===== config.mk =====
export PLATFORM = sky130hd
export DESIGN_NAME = boss_bullet_pool_flat
export DESIGN_NICKNAME = d
export VERILOG_FILES = /design/src/rtl/boss_bullet_pool_if.sv /design/src/rtl/boss_bullet_pool.sv /design/src/flat_wrapper.sv
export SDC_FILE = /design/constraint.sdc
export NUM_CORES = 1
export LEC_CHECK = 0
export CAP_MARGIN = 15
export CORE_MARGIN = 1
export CORE_UTILIZATION = 55
export CTS_CLUSTER_DIAMETER = 30
export DETAILED_ROUTE_END_ITERATION = 16
export PLACE_DENSITY = 0.76
export SYNTH_ARGS = -nofsm -noshare
export SYNTH_HDL_FRONTEND = slang
export SYNTH_SLANG_ARGS = --single-unit

===== constraint.sdc =====
create_clock -name clk -period 9.7 [get_ports clk]
set_clock_uncertainty 0.05 [all_clocks]
set_input_delay 1.94 -clock clk [delete_from_list [all_inputs] [get_ports clk]]
set_output_delay 1.94 -clock clk [all_outputs]
set_load 0.1 [all_outputs]

===== src/rtl/boss_bullet_pool_if.sv =====
// Bundle of boss control, scan, hit and bullet-state signals shared by the
// bullet pool and whatever drives it.
interface boss_bullet_pool_if #(
  parameter int unsigned N_SLOTS = 4
);
  logic                    tick;
  logic [9:0]              boss_x;
  logic [9:0]              boss_y;
  logic                    boss_exist;
  logic [9:0]              x;
  logic [9:0]              y;
  logic                    hit_valid;
  logic [2:0]              hit_idx;
  logic [10*N_SLOTS-1:0]   bb_x;
  logic [10*N_SLOTS-1:0]   bb_y;
  logic [N_SLOTS-1:0]      active;
  logic                    pix_en;
  logic [2:0]              pix_slot;
  logic [10:0]             rom_addr;
  logic [7:0]              drop_cnt;

  modport master (
    output tick, boss_x, boss_y, boss_exist, x, y, hit_valid, hit_idx,
    input  bb_x, bb_y, active, pix_en, pix_slot, rom_addr, drop_cnt
  );

  modport slave (
    input  tick, boss_x, boss_y, boss_exist, x, y, hit_valid, hit_idx,
    output bb_x, bb_y, active, pix_en, pix_slot, rom_addr, drop_cnt
  );
endinterface


===== src/rtl/boss_bullet_pool.sv =====
// Fixed pool of boss bullets: periodic spawn from the boss, downward motion,
// retire at the bottom limit, hit clearing, and per-pixel sprite lookup.
module boss_bullet_pool #(
  parameter int unsigned N_SLOTS     = 4,
  parameter int unsigned FIRE_PERIOD = 480,
  parameter int unsigned SPEED       = 1,
  parameter int unsigned BW          = 20,
  parameter int unsigned BH          = 60,
  parameter int unsigned SPAWN_DX    = 54,
  parameter int unsigned SPAWN_DY    = 60,
  parameter int unsigned Y_OFS       = 480,
  parameter int unsigned Y_LIMIT     = 960
) (
  input  logic                 clk,
  input  logic                 rst,
  boss_bullet_pool_if.slave    bus_io
);

  localparam int unsigned CW = (FIRE_PERIOD > 1) ? $clog2(FIRE_PERIOD) : 1;
  localparam logic [CW-1:0] CNT_LAST = CW'(FIRE_PERIOD - 1);

  logic [CW-1:0]      fire_cnt_q, fire_cnt_d;
  logic [7:0]         drop_q, drop_d;
  logic [N_SLOTS-1:0] act_q, act_d;
  logic [9:0]         bx_q [N_SLOTS];
  logic [9:0]         bx_d [N_SLOTS];
  logic [9:0]         by_q [N_SLOTS];
  logic [9:0]         by_d [N_SLOTS];

  logic [10:0]        adv_y [N_SLOTS];
  logic [10:0]        col   [N_SLOTS];
  logic [10:0]        row   [N_SLOTS];
  logic [N_SLOTS-1:0] cov;
  logic [10:0]        yv;

  logic               spawn_tick;
  logic               free_found;
  logic [2:0]         free_idx;

  logic               pix_en_c;
  logic [2:0]         pix_slot_c;
  logic [10:0]        rom_c;

  assign yv = 11'(bus_io.y) + 11'(Y_OFS);

  // Per-slot motion sum, scan coverage and flat output packing
  for (genvar g = 0; g < N_SLOTS; g++) begin : g_slot
    assign adv_y[g] = 11'(by_q[g]) + 11'(SPEED);
    assign col[g]   = 11'(bus_io.x) - 11'(bx_q[g]);
    assign row[g]   = yv - 11'(by_q[g]);
    assign cov[g]   = act_q[g]
                    && (bus_io.x >= bx_q[g])
                    && (11'(bus_io.x) < 11'(bx_q[g]) + 11'(BW))
                    && (yv >= 11'(by_q[g]))
                    && (yv < 11'(by_q[g]) + 11'(BH));
    assign bus_io.bb_x[10*g +: 10] = bx_q[g];
    assign bus_io.bb_y[10*g +: 10] = by_q[g];
  end

  assign bus_io.active   = act_q;
  assign bus_io.drop_cnt = drop_q;
  assign bus_io.pix_en   = pix_en_c;
  assign bus_io.pix_slot = pix_slot_c;
  assign bus_io.rom_addr = rom_c;

  // Next-state: free slot is chosen from the pre-edge mask so freed slots wait a spawn
  always_comb begin
    fire_cnt_d = fire_cnt_q;
    drop_d     = drop_q;
    act_d      = act_q;
    bx_d       = bx_q;
    by_d       = by_q;
    spawn_tick = bus_io.tick && bus_io.boss_exist && (fire_cnt_q == CNT_LAST);
    free_found = 1'b0;
    free_idx   = 3'd0;

    for (int i = 0; i < N_SLOTS; i++) begin
      if (!act_q[i] && !free_found) begin
        free_found = 1'b1;
        free_idx   = 3'(i);
      end
    end

    if (!bus_io.boss_exist) begin
      act_d      = '0;
      fire_cnt_d = '0;
    end else begin
      for (int i = 0; i < N_SLOTS; i++) begin
        if (act_q[i]) begin
          if (bus_io.hit_valid && (bus_io.hit_idx == 3'(i))) begin
            act_d[i] = 1'b0;
          end else if (bus_io.tick) begin
            by_d[i] = adv_y[i][9:0];
            if (adv_y[i] > 11'(Y_LIMIT)) act_d[i] = 1'b0;
          end
        end else if (spawn_tick && free_found && (free_idx == 3'(i))) begin
          bx_d[i]  = bus_io.boss_x + 10'(SPAWN_DX);
          by_d[i]  = bus_io.boss_y + 10'(SPAWN_DY);
          act_d[i] = 1'b1;
        end
      end

      if (spawn_tick && !free_found && (drop_q != 8'hFF)) drop_d = drop_q + 8'd1;

      if (bus_io.tick) fire_cnt_d = (fire_cnt_q == CNT_LAST) ? '0 : fire_cnt_q + CW'(1);
    end
  end

  always_ff @(posedge clk or posedge rst) begin
    if (rst) begin
      fire_cnt_q <= '0;
      drop_q     <= '0;
      act_q      <= '0;
      for (int i = 0; i < N_SLOTS; i++) begin
        bx_q[i] <= '0;
        by_q[i] <= '0;
      end
    end else begin
      fire_cnt_q <= fire_cnt_d;
      drop_q     <= drop_d;
      act_q      <= act_d;
      bx_q       <= bx_d;
      by_q       <= by_d;
    end
  end

  // Scan lookup: lowest-index covering slot wins
  always_comb begin
    pix_en_c   = 1'b0;
    pix_slot_c = 3'd0;
    rom_c      = 11'd0;
    for (int i = 0; i < N_SLOTS; i++) begin
      if (cov[i] && !pix_en_c) begin
        pix_en_c   = 1'b1;
        pix_slot_c = 3'(i);
        rom_c      = col[i] + row[i] * 11'(BW);
      end
    end
  end

endmodule


===== src/flat_wrapper.sv =====
// flat-port wrapper written by rule: the top's interface ports become plain ports
module boss_bullet_pool_flat 
#(
  parameter int unsigned N_SLOTS     = 4,
  parameter int unsigned FIRE_PERIOD = 480,
  parameter int unsigned SPEED       = 1,
  parameter int unsigned BW          = 20,
  parameter int unsigned BH          = 60,
  parameter int unsigned SPAWN_DX    = 54,
  parameter int unsigned SPAWN_DY    = 60,
  parameter int unsigned Y_OFS       = 480,
  parameter int unsigned Y_LIMIT     = 960
)
  (clk, rst, bus_io_tick, bus_io_boss_x, bus_io_boss_y, bus_io_boss_exist, bus_io_x, bus_io_y, bus_io_hit_valid, bus_io_hit_idx, bus_io_bb_x, bus_io_bb_y, bus_io_active, bus_io_pix_en, bus_io_pix_slot, bus_io_rom_addr, bus_io_drop_cnt);
  boss_bullet_pool_if #(.N_SLOTS(N_SLOTS)) bus_io_i ();
  input  logic clk;
  input  logic rst;
  input wire logic [$bits(bus_io_i.tick)-1:0] bus_io_tick;
  input wire logic [$bits(bus_io_i.boss_x)-1:0] bus_io_boss_x;
  input wire logic [$bits(bus_io_i.boss_y)-1:0] bus_io_boss_y;
  input wire logic [$bits(bus_io_i.boss_exist)-1:0] bus_io_boss_exist;
  input wire logic [$bits(bus_io_i.x)-1:0] bus_io_x;
  input wire logic [$bits(bus_io_i.y)-1:0] bus_io_y;
  input wire logic [$bits(bus_io_i.hit_valid)-1:0] bus_io_hit_valid;
  input wire logic [$bits(bus_io_i.hit_idx)-1:0] bus_io_hit_idx;
  output wire logic [$bits(bus_io_i.bb_x)-1:0] bus_io_bb_x;
  output wire logic [$bits(bus_io_i.bb_y)-1:0] bus_io_bb_y;
  output wire logic [$bits(bus_io_i.active)-1:0] bus_io_active;
  output wire logic [$bits(bus_io_i.pix_en)-1:0] bus_io_pix_en;
  output wire logic [$bits(bus_io_i.pix_slot)-1:0] bus_io_pix_slot;
  output wire logic [$bits(bus_io_i.rom_addr)-1:0] bus_io_rom_addr;
  output wire logic [$bits(bus_io_i.drop_cnt)-1:0] bus_io_drop_cnt;
  assign bus_io_i.tick = bus_io_tick;
  assign bus_io_i.boss_x = bus_io_boss_x;
  assign bus_io_i.boss_y = bus_io_boss_y;
  assign bus_io_i.boss_exist = bus_io_boss_exist;
  assign bus_io_i.x = bus_io_x;
  assign bus_io_i.y = bus_io_y;
  assign bus_io_i.hit_valid = bus_io_hit_valid;
  assign bus_io_i.hit_idx = bus_io_hit_idx;
  assign bus_io_bb_x = bus_io_i.bb_x;
  assign bus_io_bb_y = bus_io_i.bb_y;
  assign bus_io_active = bus_io_i.active;
  assign bus_io_pix_en = bus_io_i.pix_en;
  assign bus_io_pix_slot = bus_io_i.pix_slot;
  assign bus_io_rom_addr = bus_io_i.rom_addr;
  assign bus_io_drop_cnt = bus_io_i.drop_cnt;
  boss_bullet_pool #(.N_SLOTS(N_SLOTS), .FIRE_PERIOD(FIRE_PERIOD), .SPEED(SPEED), .BW(BW), .BH(BH), .SPAWN_DX(SPAWN_DX), .SPAWN_DY(SPAWN_DY), .Y_OFS(Y_OFS), .Y_LIMIT(Y_LIMIT)) u_core (.clk(clk), .rst(rst), .bus_io(bus_io_i));
endmodule

== Word-level counts from Yosys, hierarchy flattened ==
Cells that the tools add are included.
Storage, ports and cells
  flip-flop bits (word level): 101
  bits in latches: 0
  RAM bits: 0
  ROM bits: 0
  output and inout port bits: 107
  logic and storage cells: 202
  memories: 0
Cells by class
  $add $sub $neg: 29
  multipliers: 4
  div/mod/pow operators: 0
  $lt $le $gt $ge: 20
  equal/unequal tests: 17
  shift operators: 0
  muxes and demuxes: 58
  bitwise operators: 4
  reduce and logical (&&, ||, !) cells: 59
Operator list (number)
  $mux 10: 16
  $add 10x1->11 const B: 4
  $add 10x5->11 const B: 4
  $add 10x6->11 const B: 4
  $add 11x11->11: 4
  $ge 11x10->1: 4
  $gt 11x10->1 const B: 4
  $lt 10x11->1: 4
  $lt 11x11->1: 4
  $mul 11x3->9 const B: 4
  $mux 11: 4
  $sub 10x10->11: 4
  $sub 11x10->11: 4
  $ge 10x10->1: 4
  $logic_and 1x1->1: 35
  $mux 1: 30
  $mux 9: 3
  $add 10x6->10 const B: 2
  $ne 2x2->1 const B: 9
  $reduce_and 4->1: 4
  $eq 3x2->1 const B: 4
  $reduce_and 3->1: 4
  $add 10x9->11 const B: 1
  $add 9x1->9 const B: 1
  12 further kinds: 30

== Longest topological paths before layout ==
Gate-level depths: netlist (run 1).
  depth after elaboration: 15
  mapped depth: 23
  depth with buffers taken out: 23

== Worst setup path before layout (run 1) ==
No wires, ideal clock.
  kind: input to output
  start: input bus_io_y[0]
  end: output bus_io_rom_addr[10]
  arrival time: 7.145 ns
  required time: 7.710 ns
  path slack: 0.565 ns
  stages on the path: 19
  buffers on the path: 0
  cells stage by stage: inv_1 -> ha_1 -> inv_1 -> fa_1 -> a211oi_1 -> nor2_1 -> xor2_1 -> ha_1 -> fa_1 -> xor2_1 -> fa_1 -> ha_1 -> nor3_1 -> nand4_1 -> a31o_2 -> a21oi_1 -> xnor2_1 -> a32oi_1 -> o211ai_1
On the way
  word-level cells in the longest chain between the ends: 14
  elaborated cells on any way between the ends: 42
Ends and longest elaborated chain
  start, declared: line flat_wrapper.sv:23  | input wire logic [$bits(bus_io_i.y)-1:0] bus_io_y;
  $add 10x9->11 *: line boss_bullet_pool.sv:44  | assign yv = 11'(bus_io.y) + 11'(Y_OFS);
  branches (longest 12 deep; another with $sub 11x10->11)
  $mux 11 *: line boss_bullet_pool.sv:133  | if (cov[i] && !pix_en_c) begin
  end, declared: line flat_wrapper.sv:31  | output wire logic [$bits(bus_io_i.rom_addr)-1:0] bus_io_rom_addr;
Mark *: on every way between the ends.

== Worst setup path in the final report (run 1) ==
  start: input bus_io_y[2]
  end: output bus_io_rom_addr[10]
Same word-level chain as after synthesis.

==> summary by stage, run 1 <==
Min path
In this run the most critical hold path is launched from u_core.bus_io.bb_x[19]. Along the worst hold path, the cell count comes to 2. The path with the worst hold slack has its endpoint at u_core.bus_io.bb_x[19].

The path category of the worst min-delay check is reg -> reg.

STA
The hold slack is 0.465 ns. Setup repair after global routing left no endpoint under its margin. The post-route minimum period is 9.16 ns. The max-slew violation total from the final report is 0. The highest attainable clock frequency is 109 MHz. The total negative slack is 0 ns. The hold violation count in the final report was 0. The normalized max-slew margin is 27.5%. At the pin with the least slew margin, the transition time is 1.08 ns. The number of failing setup endpoints in the final timing report is 0. The part of the cycle the worst path needs is 94.5%.

Routing
The final antenna-violating net count is 0. The first-pass iteration count of the detailed router is 7. Dividing the detail-routed via count by the number of cells gives 6.15. The routed design has 40,800 microns of wire.

After the first detailed-routing iteration, the DRC count stood at 823. The number of vias after detailed routing is 13,300. The DRC violation count after routing is 0. In the final routed layout, each cell accounts on average for 18.8 microns.

Global routing
The overall global routing resource usage is 31.2%. The initial antenna violation count was 0. met2 is the most crowded layer. The first global-routing pass estimated 65,200 microns of wire. For this run the aggregate overflow at the end of global routing stands at 0. Global routing consumed, on the met2 layer, 51.3% of the routing resources.

Entering global routing, the biggest net connects 52 pins. Global routing used 3.58% of the available met3 tracks. In the global route stage, met1 resource usage came out at 41.7%. The via count of the first global-routing pass is 12,600.

CTS
Buffers added to address setup during post-CTS repair amount to 0. The clock latency at the later pin of the worst-skew pair is 0.36 ns. The buffer type at the clock tree root is clkbuf_16. The number of CTS-inserted buffers is 9. The count of hold-fix buffers inserted at cts is 0. The level count of the clock H-tree is 3. TritonCTS built the clock tree. Counting every sink on the clock net gives 101. Clock-pin slew was measured on the worst setup and hold paths at 0.09 ns.

In this run the deepest clock path goes through 2 buffers.

Power and ir drop
The sequential share of power is 24.5%. Of the total power, combinational logic draws 53.0%. The total power is 1.72 mW.

Cell internal power was estimated by the tool at 1.02 mW. Per report_power, the clock group accounts for 22.5% of the total. The net switching share of the total power is 40.8%. The total power per unit cell area is 105 nW/um^2. VDD sags by at most 0.0814 mV. The analysis attributes to cell leakage a power of 6.93 nW. In this run the power spent charging and discharging nets is 0.704 mW.

Cells and area
After the flow finishes, the layout carries non-filler instances totaling 2,169. The fraction of final layout cells sized beyond drive strength 1 is 4.08%. For this run, the post-layout net count is 2,177.

The area used by sequential logic in the layout is 2530 sq um. The area growth from synthesis to final layout is 15.1%. The number of antenna diodes is 0. The number of filler instances in the final layout is 2,179. The multi-input combinational cell area is 11,000 sq um.

Status
The flow ran to the end, and the final reports show no timing, DRC or antenna violations.

Worst setup path
The worst register-to-register path has a depth of 9. The worst register-to-register path ends at u_core.bus_io.bb_y[28]. STA puts the critical path data required time at 7.71 ns. The setup path with the least slack is of type in -> out.

Among all stages on the critical path, the largest delay is contributed by clkdlybuf4s50_1. Along the worst path, the maximum fanout reaches 8. The arrival time at the worst endpoint is 7.17 ns.

STA classifies the critical path startpoint as a primary input. The launch instance of the worst register-to-register path is u_core.fire_cnt_q[0]. The largest single stage delay on the critical path is 0.66 ns.

Counting stages on the worst path, the most repeated cell is ha_1. The capturing element type of the critical path is a primary output. Traced cell by cell, the critical path runs through clkdlybuf4s50_1 > ha_1 > o21a_1 > o31a_4 > o21a_1 > nor2_1 > xnor2_1 > ha_1 > ha_1 > xnor2_1 > fa_1 > ha_1 > or3_1 > o211ai_1 > o21ai_0 > or3_1 > a32oi_1 > o211ai_1 > buf_12. Setup slack on the worst reg-to-reg path comes out at 5.84 ns.

Synth
The mapped netlist covers 14,300 sq um. The synthesized instance count is 1,701. The fraction of the yosys area taken by sequential cells is 17.7%. The commonest cells after synthesis are ha_1 (247), inv_1 (159), o21ai_0 (137).

The number of nets handed over by synthesis was 2,044. The Yosys step of the flow raised 0 warnings. After synthesis, the mean cell area works out to 8.39 sq um. The number of synthesized flops with an enable pin is 0.

Ranked by total cell area, the synthesized netlist is headed by ha_1 (22%), dfrtp_1 (18%), xnor2_1 (7.0%). In the synthesized netlist the async set-or-reset flop fraction comes to 100%. The count of cell types in the netlist is 84. ha_1 is the most common cell in the netlist. The cell type with the largest total area after synthesis is ha_1. The area share of the leading cell type in the synthesized netlist is 21.7%. Among all flip-flop cells after synthesis, the most frequent one is dfrtp_1. Counting flops and latches in the post-synthesis netlist gives 101.

Floorplan
Measured along the y axis, the die boundary spans 163 microns. Row generation in the floorplan step produced 58 rows. The starting utilization of the core area is 56.4%. The horizontal die dimension is 163 microns. The die covers 26,600 sq um. 155 I/O pins were placed.

The core area is 25,300 sq um.

Job
Across the run, the number of max-cap violations was 0.

Placement
The post-detailed-placement half-perimeter wirelength is 32,900 microns. At the end of routability-driven placement, the weighted congestion stood at 0.910. The number of placed instances, taps included is 2,153. In this run the tool buffered the top-level ports with 153 buffer cells.
## cell usage in the layout (no fill, tap or decap), drive strengths merged, types with 6 or more instances in the layout
cell | Yosys | routed
ha | 247 | 247
inv | 159 | 161
o21ai | 141 | 141
clkdlybuf4s50 | 0 | 138
nand2 | 134 | 134
a21oi | 117 | 117
xnor2 | 114 | 114
dfrtp | 101 | 101
nor2 | 86 | 86
nand3 | 62 | 62
fa | 48 | 48
xor2 | 44 | 44
nor3 | 42 | 42
a21o | 36 | 36
o22ai | 30 | 30
nand4 | 27 | 27
a211oi | 27 | 27
buf | 8 | 25
nand2b | 18 | 18
nor2b | 14 | 14
o21a | 14 | 14
and3 | 13 | 13
o221ai | 11 | 11
clkbuf | 34 | 10
a22oi | 10 | 10
or3 | 9 | 9
mux2i | 9 | 9
o2111ai | 9 | 9
a31oi | 9 | 9
nor4 | 9 | 9
o21bai | 8 | 8
o41ai | 8 | 8
o311a | 7 | 7
mux2 | 7 | 7
o211ai | 7 | 7
a221oi | 7 | 7
and2 | 6 | 6
## metrics by stage
step / util [%] / instance area, sq um / setup slack [ns]
finish: 64.9 / 16400 / 0.538
global route: 64.9 / 16400 / 0.196
CTS: 64.9 / 16400 / 0.369
detailed placement: 63.7 / 16100 / 0.362
global placement: 63.7 / 16100 / 0.479
floorplan: - / 14300 / 0.565
## final cells by class
cell class	instances	share of cell area (%)
Clock buffer	10	1.45
Clock inverter	6	0.335
Inverter	160	3.67
Multi-Input combinational cell	1398	66.8
Sequential cell	101	15.4
Tap cell	330	2.51
Timing Repair Buffer	164	9.85
## flip-flops by register name, summed over array words and instances, names as in the netlist
register and flops:
u_core.bus_io.bb_x 40, u_core.bus_io.bb_y 40, u_core.fire_cnt_q 9, u_core.bus_io.drop_cnt 8
u_core.bus_io.active 4
## how the worst max path moves through the flow
stage / slack [ns] / endpoint / from
final: 0.54 / bus_io_rom_addr[10] / bus_io_y[2]
after detailed placement: 0.36 / bus_io_rom_addr[10] / bus_io_y[1]
after floorplan: 0.57 / bus_io_rom_addr[10] / bus_io_y[0]
after CTS: 0.37 / bus_io_rom_addr[10] / bus_io_y[1]
after global placement: 0.48 / bus_io_rom_addr[10] / bus_io_y[1]
after global routing: 0.20 / bus_io_rom_addr[10] / bus_io_y[0]
## power by group through the flow
stage,logic [mW],registers [mW],clock network [mW]
after floorplan,0.692,0.430,0
after global placement,0.877,0.430,0
after detailed placement,0.900,0.431,0
after CTS,0.909,0.422,0.390
after global routing,1.02,0.422,0.402
final,0.914,0.422,0.387
## worst max-delay path: cells and delay by family
| kind | cells | cell delay [ns] |
|---|---|---|
| xor gates and xnor gates | 2 | 0.38 |
| adders and majority gates | 5 | 1.86 |
| AOI/OAI and AO/OA | 7 | 1.27 |
| buffers and inverters | 2 | 0.88 |
| and+or+nand+nor | 3 | 0.83 |
## cells by family after synthesis
group           after synthesis  synth area share (%)
flops                       101                  17.7
compound gates              484                  22.1
fa+ha+maj                   295                  28.4
buf+inv                     202                  5.41
other cells                   1                0.0263
simple gates                442                  15.2
mux                          16                  1.18
xor+xnor                    160                  10.0
## per-layer routing
metal	vias to the layer above	routed length (microns)
met5	-	0
met4	0	1500
met1	6309	17900
met3	86	2690
met2	501	18700
li1	6442	-
## what timing repair did
action | 4_1_cts | 5_1_grt
resized for setup | 0 | 1
setup endpoints to repair | 0 | 1
endpoints found under the hold margin | 0 | 0
Power figures use the tool's default switching activity.
==> run 2: changes to the inputs <==
--- a/config.mk
+++ b/config.mk
@@ -11,6 +11,7 @@
 export CTS_CLUSTER_DIAMETER = 30
 export DETAILED_ROUTE_END_ITERATION = 16
 export PLACE_DENSITY = 0.76
+export REMOVE_ABC_BUFFERS = 1
 export SYNTH_ARGS = -nofsm -noshare
 export SYNTH_HDL_FRONTEND = slang
 export SYNTH_SLANG_ARGS = --single-unit
==> summary by stage, run 2 (same netlist as run 1, synthesis figures left out) <==
Status
The flow ran to the end, and the final reports show no timing, DRC or antenna violations.

Placement
The number of port buffers is 153 (unchanged). The post-detailed-placement half-perimeter wirelength is 33,600 microns (+1.9%). The post-placement setup slack is 0.384 ns (+0.0225 ns). The routability-driven placement congestion ratio is 0.946 (+3.9%). The number of placed instances, taps included is 2,156 (+0.14%).

Cells and area
The non-filler instance count after layout was 2,174 (+0.23%). The most common library cell in the layout ignoring fill and taps is ha_1. The multi-input combinational cell area is 11,000 sq um (unchanged). Leaving out fill and tap cells, the most frequent cells in the layout are ha_1 (247), inv_1 (158), clkdlybuf4s50_1 (139), o21ai_0 (137), nand2_1 (133).

The area used by sequential logic in the layout is 2530 sq um (unchanged). The fraction of final layout cells sized beyond drive strength 1 is 4.28% (+0.21 points). The area growth from synthesis to final layout is 15.5%. The number of filler instances in the final layout is 2,181 (+0.092%).

The number of antenna diodes is 0 (unchanged). The final net count is 2,182 (+0.23%).

Worst setup path
The cell that appears most often on the critical path is ha_1. The data required time of the critical path is 7.71 ns (about the same). The arrival time at the worst endpoint was 7.36 ns (+0.19 ns). The largest fanout on the critical path is 8 (unchanged). The highest cell delay on the worst timing path is 0.81 ns (+0.15 ns). The dominant delay contributor by cell family on the critical path is adder cells. The buffer and inverter count on the worst path is 3 (+1). The worst setup path is of the in -> out kind. For this design, the slowest cell found on the critical path is clkdlybuf4s50_1.

The kind of start point of the critical path is a primary input. Traced cell by cell, the critical path runs through clkdlybuf4s50_1 > ha_1 > a21oi_1 > inv_1 > a21oi_1 > xnor2_1 > ha_1 > ha_1 > fa_1 > xor2_1 > fa_1 > ha_1 > nor3_1 > nand4_1 > a31o_2 > a21oi_1 > xnor2_1 > a32oi_1 > o211ai_1 > buf_12. The capturing element type of the critical path is a primary output.

Power and ir drop
The peak supply drop came to 0.112 mV (+37%). The total power per unit cell area came to 105 nW/um^2 (+0.12%). The leakage power came to 6.97 nW (+0.59%).

Global routing
The via count of the first global-routing pass is 13,000 (+3.4%). The total global routing overflow is 0 (unchanged). The initial antenna violation count is 0 (unchanged).

The first-pass GRT wire length came to 66,900 microns (+2.6%). The largest net degree at the start of global routing is 61 (+17%). The overall global routing resource usage is 32.3% (+1.0 points).

Floorplan
The total die area is 26,600 sq um (unchanged). The floorplan die height came to 163 microns (unchanged). The core area is 25,300 sq um (unchanged). The horizontal die dimension is 163 microns (unchanged). The number of cell rows is 58 (unchanged).

The starting utilization of the core area was 56.4% (unchanged). The I/O pin count is 155 (unchanged).

CTS
The clock latency at the later pin of the worst-skew pair was 0.37 ns (about the same). The count of hold-fix buffers inserted at cts came to 0 (unchanged). The number of CTS-inserted buffers is 9 (unchanged). The post-CTS resize count is 0 (unchanged).

The clock-pin slew on the worst setup and hold paths is 0.08 ns (about the same). The buffers inserted during post-CTS setup optimization is 0 (unchanged). The level count of the clock H-tree is 3 (unchanged). TritonCTS built the clock tree. The clock sink total is 101 (unchanged). The maximum clock path buffer count is 2 (unchanged). The buffer type at the clock tree root is clkbuf_16.

STA
The hold violation count in the final report is 0 (unchanged). Setup repair after global routing left no endpoint under its margin. The number of failing setup endpoints in the final timing report was 0 (unchanged). The total negative slack is 0 ns (unchanged). The minimum setup slack in the final design is 0.348 ns (-0.190 ns).

The highest attainable clock frequency was 107 MHz (-2.0%). The normalized max-slew margin came to 31.7% (+4.3 points). The transition at the pin with the smallest max-transition slack is 1.02 ns (-0.0614 ns).

The max-slew violation total from the final report was 0 (unchanged). The post-route minimum period is 9.35 ns (+0.190 ns). The part of the cycle the worst path needs is 96.4% (+2.0 points).

Routing
The wire length per cell after detailed routing is 19.4 microns (+3.2%). The number of DRC markers after the initial detailed-route iteration is 1,115 (+35%). The first-pass iteration count of the detailed router is 5 (-2). The number of vias after detailed routing is 13,500 (+1.2%).

The final antenna-violating net count is 0 (unchanged). The DRC violation count after routing came to 0 (unchanged). The detailed-route wire length is 42,200 microns (+3.5%).

The per-cell via count in the routed design is 6.21 (+1.0%).

Min path
The path category of the worst min-delay check is reg -> reg.

Job
The total of max-cap violations is 0 (unchanged).
==> run 2: cell types whose count changed in the layout (fill, tap and decap cells not counted), sizes merged <==
cell / delta
buf: +4
clkinvlp: -1
clkdlybuf4s50: +1
inv: +1
clkinv: +1
clkbuf: -1
==> run 2: final cells by class <==
cell class | count | share of cell area [%]
clock buffers | 9 | 1.37
clock inverters | 7 | 0.471
inverters | 160 | 3.66
multi-input cells | 1398 | 66.6
flip-flops and latches | 101 | 15.3
well taps | 330 | 2.50
repair buffers | 169 | 10.1
==> run 2: through the flow <==
stage	power (mW)	hold slack, ns	instance area (sq um)	util (%)
2_1_floorplan	1.12	0.425	14100	-
3_3_place_gp	1.30	0.445	16200	63.8
3_5_place_dp	1.34	0.443	16200	63.8
4_1_cts	1.73	0.463	16500	65.0
5_1_grt	1.85	0.493	16500	65.1
6_report	1.73	0.463	16500	65.1
==> run 2: path summary, 6_finish.rpt <==
path / cells past startpoint / end / slack, ns / from
max: 20 / bus_io_rom_addr[10] / 0.35 / bus_io_y[1]
min: 1 / u_core.bus_io.drop_cnt[7] / 0.46 / u_core.bus_io.drop_cnt[7]
max reg2reg: 6 / u_core.bus_io.bb_y[0] / 5.99 / u_core.fire_cnt_q[0]
min reg2reg: 1 / u_core.bus_io.drop_cnt[7] / 0.46 / u_core.bus_io.drop_cnt[7]
max in group asynchronous: 3 / u_core.bus_io.bb_x[31] / 6.43 / rst
min in group asynchronous: 2 / u_core.bus_io.drop_cnt[6] / 1.93 / rst
==> run 2: per-layer routing <==
layer | GRT usage, % | wire, microns | vias up
met5 | 0 | 0 | -
met4 | 15.0 | 2050 | 0
met3 | 4.01 | 2900 | 115
met2 | 53.2 | 19100 | 567
met1 | 42.0 | 18200 | 6381
li1 | - | - | 6440
==> run 2: where the power goes <==
part	internal (mW)	total, mW	switching (mW)
registers	0.421	0.422	0.000820
logic	0.413	0.919	0.506
clock network	0.184	0.390	0.207
==> run 2: worst reg2reg max path, delay by kind of cell (launching register included) <==
kind | cells | cell delay, ns
AND/OR/NAND/NOR | 3 | 1.60
adder cells (fa/ha/maj) | 1 | 0.24
AO/OA/AOI/OAI | 1 | 0.90
multiplexers | 1 | 0.41
flip-flops | 1 | 0.41
==> run 3: changes to the inputs <==
--- a/config.mk
+++ b/config.mk
@@ -10,6 +10,7 @@
 export CORE_UTILIZATION = 55
 export CTS_CLUSTER_DIAMETER = 30
 export DETAILED_ROUTE_END_ITERATION = 16
+export GPL_TIMING_DRIVEN = 0
 export PLACE_DENSITY = 0.76
 export REMOVE_ABC_BUFFERS = 1
 export SYNTH_ARGS = -nofsm -noshare
==> summary by stage, run 3 (same netlist as run 1, synthesis figures left out) <==
Status
The flow ran to the end, and the final reports show no timing, DRC or antenna violations.

Power and ir drop
The leakage power is 6.98 nW (about the same). The total power per unit cell area is 106 nW/um^2 (+0.72%). The peak supply drop is 0.102 mV (-8.5%).

Min path
The cell depth of the worst min-delay path is 1 (unchanged). The min-delay analysis places its worst path in the category reg -> reg.

Worst setup path
The largest fanout on the critical path came to 8 (unchanged). The worst setup path is captured at a primary output. The number of cell instances on the worst register-to-register path is 9 (+3). The buffer and inverter count on the worst path came to 3 (unchanged). The arrival time at the worst endpoint is 7.54 ns (+0.18 ns). The worst setup path is launched from a primary input. The highest cell delay on the worst timing path came to 1.20 ns (+0.39 ns). The number of cells on the critical path is 13 (-35%). The dominant delay contributor by cell family on the critical path is buffers and inverters. The critical setup path kind is in -> out.

The critical path's slowest cell is clkdlybuf4s50_1. Walking the worst path, the cells encountered are clkdlybuf4s50_1 > clkinvlp_4 > ha_1 > xor2_1 > ha_1 > a21o_1 > a211oi_1 > nand2_1 > o221ai_1 > nand2_1 > a2bb2oi_1 > o221ai_1 > clkdlybuf4s50_1. The data required time of the critical path is 7.71 ns (about the same).

Cells and area
The most common library cell in the layout ignoring fill and taps is ha_1. The non-filler instance count after layout came to 2,169 (-0.23%). The number of filler instances in the final layout is 2,150 (-1.4%).

The final design utilization is 65.3% (+0.23 points). The final net count was 2,176 (-0.27%). Relative to the synthesized area, the layout overhead comes to 15.9%.

The fraction of final layout cells sized beyond drive strength 1 is 3.97% (-0.31 points). The top cell types in the final layout, fill and taps aside, are ha_1 (244), inv_1 (156), clkdlybuf4s50_1 (141), o21ai_0 (137), nand2_1 (133).

STA
The post-route minimum period is 9.53 ns (+0.174 ns). The number of failing setup endpoints in the final timing report is 0 (unchanged). The part of the cycle the worst path needs was 98.2% (+1.8 points). The normalized max-slew margin is 21.3% (-10 points). The transition at the pin with the smallest max-transition slack is 1.15 ns (+0.130 ns). The max-slew violation total from the final report is 0 (unchanged). The minimum setup slack in the final design came to 0.174 ns (-0.174 ns). The highest attainable clock frequency is 105 MHz (-1.8%). The hold slack came to 0.460 ns (-0.00294 ns).

The hold violation count in the final report is 0 (unchanged).

CTS
The clock-pin slew on the worst setup and hold paths is 0.08 ns (about the same). The level count of the clock H-tree was 3 (unchanged). Clock tree synthesis selected as its root buffer the cell clkbuf_16. The clock sink total is 101 (unchanged). The maximum clock path buffer count was 2 (unchanged). The number of CTS-inserted buffers is 9 (unchanged). The CTS tree is done. The clock latency at the later pin of the worst-skew pair is 0.38 ns (about the same).

Routing
The number of vias after detailed routing was 13,400 (-0.94%). The final antenna-violating net count is 0 (unchanged). The per-cell via count in the routed design is 6.17 (-0.71%).

The first-pass iteration count of the detailed router is 5 (unchanged). The wire length per cell after detailed routing was 19.0 microns (-2.0%). The number of DRC markers after the initial detailed-route iteration was 967 (-13%). The DRC violation count after routing is 0 (unchanged). The detailed-route wire length is 41,300 microns (-2.2%).

Global routing
The first-pass GRT wire length is 65,700 microns (-1.8%). The overall global routing resource usage was 31.5% (-0.72 points). The via count of the first global-routing pass is 12,900 (-1.2%). The initial antenna violation count is 0 (unchanged). The largest net degree at the start of global routing was 49 (-20%). The total global routing overflow is 0 (unchanged).

Floorplan
The horizontal die dimension is 163 microns (unchanged). The total die area came to 26,600 sq um (unchanged). The starting utilization of the core area is 56.4% (unchanged).

The core area is 25,300 sq um (unchanged). The number of cell rows is 58 (unchanged). The floorplan die height is 163 microns (unchanged). The I/O pin count is 155 (unchanged).

Job
The total of max-cap violations is 0 (unchanged).

Placement
The post-detailed-placement half-perimeter wirelength was 32,600 microns (-3.0%). The number of port buffers came to 153 (unchanged). The post-placement setup slack is -0.874 ns (-1.26 ns). The routability-driven placement congestion ratio is 0.933 (-1.4%). The number of placed instances, taps included is 2,144 (-0.56%).
## run 3: cell count changes in the layout (fill, tap and decap cells not counted), moves of 3 or more
| cell | before | now |
|---|---|---|
| dlygate4sd2_1 | 0 | 6 |
| buf_12 | 3 | 0 |
| buf_4 | 25 | 7 |
| buf_16 | 0 | 3 |
| ha_1 | 247 | 244 |
## run 3: power breakdown
group          leakage (nW)  switching, mW  internal [mW]
logic                  5.45          0.515          0.421
clock network         0.149          0.202          0.189
registers              1.37       0.000847          0.421
total                  6.98          0.718           1.03
## run 3: layout make-up
type | count | area (sq um) | area share, %
tap | 330 | 413 | 2.50
timing repair buffer | 163 | 1660 | 10.1
sequential | 101 | 2530 | 15.3
multi-input combinational | 1398 | 11000 | 66.6
antenna | 1 | 2.50 | 0.0151
clock inverter | 6 | 62.6 | 0.378
clock buffer | 10 | 239 | 1.44
inverter | 160 | 611 | 3.69
## run 3: worst reg2reg max path: cells and delay by family, from the launching register on
kind            cells  cell delay, ns
compound gates      2            0.17
flops               1            0.42
simple gates        6            2.85
fa+ha+maj           1            0.25
## run 3: stage by stage
step	power [mW]	instance area [sq um]	setup TNS (ns)
2_1_floorplan	1.12	14100	0
3_3_place_gp	1.31	16000	-4.44
3_5_place_dp	1.34	16100	-4.11
4_1_cts	1.73	16400	-0.0479
5_1_grt	1.87	16500	-0.0151
6_report	1.75	16500	0
## run 3: worst paths after layout
| path | startpoint | end | slack [ns] |
|---|---|---|---|
| worst max-delay path | bus_io_y[5] | bus_io_rom_addr[0] | 0.17 |
| worst min-delay path | u_core.bus_io.drop_cnt[4] | u_core.bus_io.drop_cnt[4] | 0.46 |
| worst max register to register | u_core.fire_cnt_q[0] | u_core.bus_io.bb_y[28] | 5.81 |
| worst min register to register | u_core.bus_io.drop_cnt[4] | u_core.bus_io.drop_cnt[4] | 0.46 |
| max in group asynchronous | rst | u_core.bus_io.bb_x[7] | 7.32 |
| min in group asynchronous | rst | u_core.bus_io.bb_y[10] | 1.76 |
## run 3: metal layers
metal | share of wire (%) | track usage [%]
met5 | 0 | 0
met4 | 4.0 | 12.7
met3 | 6.5 | 4.75
met2 | 45 | 51.4
met1 | 44 | 41.8
## run 3: what timing repair did
| action | 4_1_cts | 5_1_grt |
|---|---|---|
| resized for setup | 19 | 16 |
| endpoints found under the setup margin | 12 | 13 |
| buffers inserted | 0 | 7 |
| hold buffers | 0 | 0 |
| pin swaps | 0 | 3 |
